File: config.mk
export PLATFORM = sky130hd
export DESIGN_NAME = pc_fetch_unit
export DESIGN_NICKNAME = d
export VERILOG_FILES = /design/src/rtl/pc_fetch_unit.sv
export SDC_FILE = /design/constraint.sdc
export NUM_CORES = 1
export LEC_CHECK = 0
export ABC_AREA = 0
export CAP_MARGIN = 20
export CORE_MARGIN = 5
export CORE_UTILIZATION = 47
export DETAILED_ROUTE_END_ITERATION = 10
export PLACE_DENSITY = 0.84
export SLEW_MARGIN = 10
export SYNTH_ARGS = -nofsm -noshare
export SYNTH_HDL_FRONTEND = slang
export SYNTH_SLANG_ARGS = --single-unit
export TNS_END_PERCENT = 30
File: constraint.sdc
create_clock -name clk -period 3.4 [get_ports clk]
set_input_delay 0.34 -clock clk [delete_from_list [all_inputs] [get_ports clk]]
set_output_delay 0.34 -clock clk [all_outputs]
set_load 0.1 [all_outputs]
File: src/rtl/pc_fetch_unit.sv
// pc_fetch_unit
//   Single-outstanding instruction fetch stage. It walks the PC through instruction
//   memory one word at a time and hands each fetched word to decode through a
//   valid/ready register. A branch redirect overrides everything, including any
//   in-flight memory response.
//
// Parameters
//   RESET_PC       PC value loaded on reset
// Ports
//   clk            clock; all state changes on the rising edge
//   rst_n          asynchronous active-low reset
//   stall          blocks the start of a new fetch while high
//   branch_taken   one-cycle redirect strobe
//   branch_target  redirect PC, sampled with branch_taken
//   imem_req       instruction-memory read request (registered)
//   imem_addr      instruction-memory address, always the current PC
//   imem_ack       memory response strobe, ignored unless imem_req is high
//   imem_rdata     memory response data
//   instr_valid    instr/instr_pc hold a fetched instruction
//   instr          fetched instruction word
//   instr_pc       address of instr
//   instr_ready    decode accepts instr this cycle
module pc_fetch_unit #(
    parameter logic [15:0] RESET_PC = 16'h0000
) (
    input  logic        clk,
    input  logic        rst_n,
    input  logic        stall,
    input  logic        branch_taken,
    input  logic [15:0] branch_target,
    output logic        imem_req,
    output logic [15:0] imem_addr,
    input  logic        imem_ack,
    input  logic [15:0] imem_rdata,
    output logic        instr_valid,
    output logic [15:0] instr,
    output logic [15:0] instr_pc,
    input  logic        instr_ready
);

    typedef enum logic [1:0] {
        StIdle,
        StReq,
        StFull
    } fetchState_t;

    fetchState_t state;
    logic [15:0] pc;

    assign imem_addr = pc;

    // All outputs except imem_addr are registers updated alongside the state, so
    // imem_req never has a combinational path from any input.
    always_ff @(posedge clk or negedge rst_n) begin
        if (!rst_n) begin
            state       <= StIdle;
            pc          <= RESET_PC;
            imem_req    <= 1'b0;
            instr_valid <= 1'b0;
            instr       <= 16'h0000;
            instr_pc    <= 16'h0000;
        end else if (branch_taken) begin
            // Redirect wins: a coincident ack is dropped without advancing the PC,
            // and a coincident instr_ready has already consumed the held word.
            state       <= StIdle;
            pc          <= branch_target;
            imem_req    <= 1'b0;
            instr_valid <= 1'b0;
        end else begin
            unique case (state)
                StIdle: begin
                    if (!stall) begin
                        state    <= StReq;
                        imem_req <= 1'b1;
                    end
                end
                StReq: begin
                    // Stall is deliberately ignored here: a request in flight
                    // stays asserted until memory answers.
                    if (imem_ack) begin
                        state       <= StFull;
                        imem_req    <= 1'b0;
                        instr       <= imem_rdata;
                        instr_pc    <= pc;
                        instr_valid <= 1'b1;
                        pc          <= pc + 16'h0001;
                    end
                end
                StFull: begin
                    // instr/instr_pc keep their values after consumption.
                    if (instr_ready) begin
                        state       <= StIdle;
                        instr_valid <= 1'b0;
                    end
                end
                default: begin
                    state    <= StIdle;
                    imem_req <= 1'b0;
                end
            endcase
        end
    end

endmodule

======== After elaboration in Yosys (flattened, before gate mapping) ========
Cells that the tools add are included.
W data, S select, Z words.
cells by class
  bitwise logic cells ..................... 1
  reduce and logical (&&, ||, !) cells .... 9
  add/sub/neg operators ................... 1
  multiplexer cells ....................... 16
  eq/ne operators ......................... 6
operator list
  cell                     number
  $mux W16                 3
  $add A16 B1 Y16 const B  1
  $reduce_and A3 Y1        4
  $ne A3 B3 Y1 const B     3
  $mux W2                  4
  $mux W1                  6
  $pmux W2 S3              1
  $reduce_bool A2 Y1       2
  $pmux W1 S3              1
  $reduce_bool A3 Y1       1
  $eq A2 B1 Y1 const B     1
  $eq A2 B2 Y1 const B     1
  $logic_not A2 Y1         1
  $ne A2 B2 Y1 const B     1
  $pmux W1 S2              1
  $reduce_and A2 Y1        1
  $not A1 Y1               1
storage, ports and cells
  output and inout bits ................... 50
  flip-flop bits (word level) ............. 52
  word-level logic and storage cells ...... 39
  input port bits ......................... 38

======== Logic depth before layout (Yosys ltp) ========
  word-level depth ........................ 4
  depth in mapped cells ................... 6
  gate-level depth less buffers ........... 5

======== Worst setup path before layout ========
Ideal clock, no wire load.
  path type ............................... register to register
  start point ............................. reg pc[2] (netlist: imem_addr[2])
  end point ............................... reg pc[15] (netlist: imem_addr[15])
  required time ........................... 3276 ps
  cell stages (with the launch flop) ...... 5
  path buffers ............................ 0
  clock period less this slack ............ 2223 ps
  setup time .............................. 124 ps
  slack ................................... 1177 ps
  arrival ................................. 2099 ps
  path through ............................ dfrtp_1 nand3_4 or3_1 a22o_1 a211o_1
on the way
  cells in the longest elaborated chain, start to end .. 4
ends and longest elaborated chain
  element                   line  text
  start: declaration        48    logic [15:0] pc;
  start signal: assignment  66    pc <= branch_target;
  start signal: assignment  86    pc <= pc + 16'h0001;
  $add A16 B1 Y16           86
  $mux W16                  80    if (imem_ack) begin
  $mux W16                  70    unique case (state)
  $mux W16                  62    end else if (branch_taken) begin
No other way between the ends. The select of a mux whose other input is x is not followed.
A chain may end at the register's enable or synchronous reset.

======== Worst setup path after layout ========
  start point ............................. reg pc[0] (netlist: imem_addr[0])
  end point ............................... out imem_addr[0]
RTL lines
  element           line  text
  end: declaration  32    output logic [15:0] imem_addr,
No word-level cell between the ends.

==> impl_metrics.tcl <==
set metrics [dict create \
    clk-insertion-delay-late_ns 0.30 \
    rsz0062_at_grt "no" \
    starting_density_of_the_core_pct 49.2 \
    timing.final.hold_violations 0 \
    drt_iter0_drc 51 \
    hold_fix_buffers_at_cts 0 \
    placeableCoreArea_um2 4820 \
    worst_ep_required_time_ns 3.06 \
    path_cells "clkdlybuf4s50_1" \
    first_pass_iters 4 \
    htree_num_levels 2 \
    destination_of_the_worst_register_to_register_timing_path "imem_addr[14]" \
    total_number_of_clock_tree_sinks 52 \
    slew_headroom_pct 33.9 \
    drt_wl_total_um 5480 \
    worst-path-buf-inv 1 \
    holdCritPathClass "in2async" \
    wire_per_inst_um 15.7 \
    final_report_setup_violation_count 0 \
    worstPathMaxFanout 8 \
    finalNetCount 319 \
    antenna_found_initial 0 \
    postLayoutCellArea_um2 3410 \
    gr-usage-all-layers_pct 17.5 \
    routed-via-count 1812 \
    worstSetupStartpointType "flip-flop" \
    rows 25 \
    cts-resized-gates 0 \
    largest_net_degree_at_the_start_of_global_routing 41 \
    post_synthesis_instance_total 192 \
    ys_ff_latch 52 \
    p_leak_nw 1.39 \
    max_freq_ghz 0.421 \
    globalplace.congestion 0.768 \
    insertedDiodeCount 0 \
    async_flop_share_pct 100 \
    cts.path.max_buffers 2 \
    arrival_time_of_the_worst_setup_path_ns 2.03 \
    ctsRootBufferMaster "clkbuf_8" \
    vias_per_cell 5.21 \
    synth_flop_cell "dfrtp_1" \
    final.period_utilization_pct 69.8 \
    full_die_area_um2 6560 \
    worst_r2r_path_depth 4 \
    area.growth.synth_to_final_pct 44.0 \
    worst_r2r_startpoint "state[0]" \
    maxCapViolCount 0 \
    post_cts_setup_buffer_count 0 \
    postPlaceCellArea_um2 3300 \
    slowest_stage "clkdlybuf4s50_1" \
    syn-num-nets 231 \
    cell_class_contributing_the_biggest_share_of_worst_path_delay "buffers and inverters" \
    run_status "complete, no violations" \
    number_of_primary_i_o_pins 88 \
    post_synth_instance_area_um2 2370 \
    antenna_left 0 \
    finalNonFillerCells 348 \
    cts_tree "done" \
    critPathMaxStageDelay_ns 1.20 \
    path_class "reg2out" \
    synth_area_per_cell_um2 12.3 \
    yosysUniqueCellTypes 41 \
    place_hpwl_um 4150 \
    p_per_area_nw_per_um2 849 \
    number_of_synthesis_warnings 0 \
    critical_path.endpoint_type "primary output" \
    place_inst 340 \
    via_count_of_the_first_global_routing_pass 1778 \
    maximum_resistive_drop_on_vdd_v 0.000588 \
    setup_tns_ns 0 \
    synth_seq_area_share_pct 54.9 \
    critical_path_depth 1 \
    worst_pin_slew_ns 0.989 \
    number_of_enable_type_register_cells_in_the_synthesized_netlist 0 \
    cts_buffers 5 \
    r2r_setup_slack_ns 1.56 \
    clkTransAtPathRegs_ns 0.09 \
    grt_first_pass_wirelength_um 8840 \
    globalRouteOverflowTotal 0 \
    layout-drive-gt1-share_pct 16.7 \
    slew_viol_final 0 \
    drcViolationCount 0 \
    die_x_um 81.0 \
    period_needed_ns 2.37 \
    final.setup_skew_ns 0.00736 \
    io_buffers 87 \
    height_of_the_die_um 81.0 \
]
[placed cells by master (no fill, tap or decap), drive strengths merged, types with 2 or more instances in the layout]
master and n:
a211o 2, a21oi 5, and3 3, buf 4
clkbuf 6, clkdlybuf4s50 86, dfrtp 52, inv 3
mux2 32, mux2i 3, nand2 15, nand2b 6
nand3 5, nand4 5, nor2 7, nor2b 3
nor3 2, nor4 6, o21ai 10, o31a 3
xnor2 5, xor2 4
[logic make-up after synthesis]
group | synth area share [%]
AOI/OAI and AO/OA | 7.03
xor gates and xnor gates | 3.33
adders and majority gates | 0.528
buffers and inverters | 2.38
DFF | 54.9
muxes | 16.5
and+or+nand+nor | 15.3
[sequential cells by signal (all words and copies together), names as in the netlist]
name and cells:
instr_valid 1, instr_pc 16, imem_addr 16, instr 16, state 2, imem_req 1
[layout make-up]
cell class | count | area [µm²]
Timing Repair Buffer | 90 | 888
Fill cell | 390 | 1410
Tap cell | 67 | 83.8
Multi-Input combinational cell | 128 | 1020
Sequential cell | 52 | 1300
Clock buffer | 6 | 72.6
Clock inverter | 2 | 35.0
Inverter | 3 | 11.3
[stage by stage]
stage / power, mW / util [%] / setup slack (ns) / hold WS [ns]
floorplan: 2.09 / - / 1.18 / 0.0444
global placement: 2.48 / 68.6 / 1.16 / 0.409
detailed placement: 2.51 / 68.6 / 1.10 / 0.416
CTS: 2.91 / 70.8 / 1.03 / 0.0881
global route: 3.00 / 70.8 / 0.998 / 0.127
finish: 2.90 / 70.8 / 1.03 / 0.0763
[worst max path at each step]
| stage | from | endpoint | slack (ns) |
|---|---|---|---|
| 2_1_floorplan | imem_addr[2] | imem_addr[15] | 1.18 |
| 3_3_place_gp | imem_ack | instr[8] | 1.16 |
| 3_5_place_dp | imem_ack | instr[2] | 1.10 |
| 4_1_cts | imem_addr[0] | imem_addr[0] | 1.03 |
| 5_1_grt | imem_addr[0] | imem_addr[0] | 1.0 |
| 6_report | imem_addr[0] | imem_addr[0] | 1.03 |
[cell usage after synthesis (3+ instances only)]
cell	number	area share (%)
o21ai_1	3	0.63
nor2_1	7	1.1
xor2_1	4	1.5
dfrtp_1	52	55
nand4_1	4	1.1
mux2_1	3	1.4
nand2_1	15	2.4
mux2_2	29	14
buf_2	3	0.63
a21oi_1	5	1.1
nand2b_1	6	1.6
clkbuf_1	4	0.63
mux2i_1	3	1.3
nor4_1	4	1.1
inv_1	3	0.48
nor2b_1	3	0.79
xnor2_1	5	1.8
o31a_1	3	1.1
nand3_1	4	0.85
o21ai_0	7	1.5
[where the power goes]
group          switching, mW  internal [mW]
sequential             0.102          0.761
clock                  0.194          0.219
combinational           1.23          0.391
[routing by layer]
layer | track usage [%] | part of all wire (%)
met5 | 0 | 0
met4 | 5.57 | 1.3
met3 | 4.77 | 8.3
met2 | 28.9 | 47
met1 | 22.3 | 44
Power figures use the tool's default switching activity.
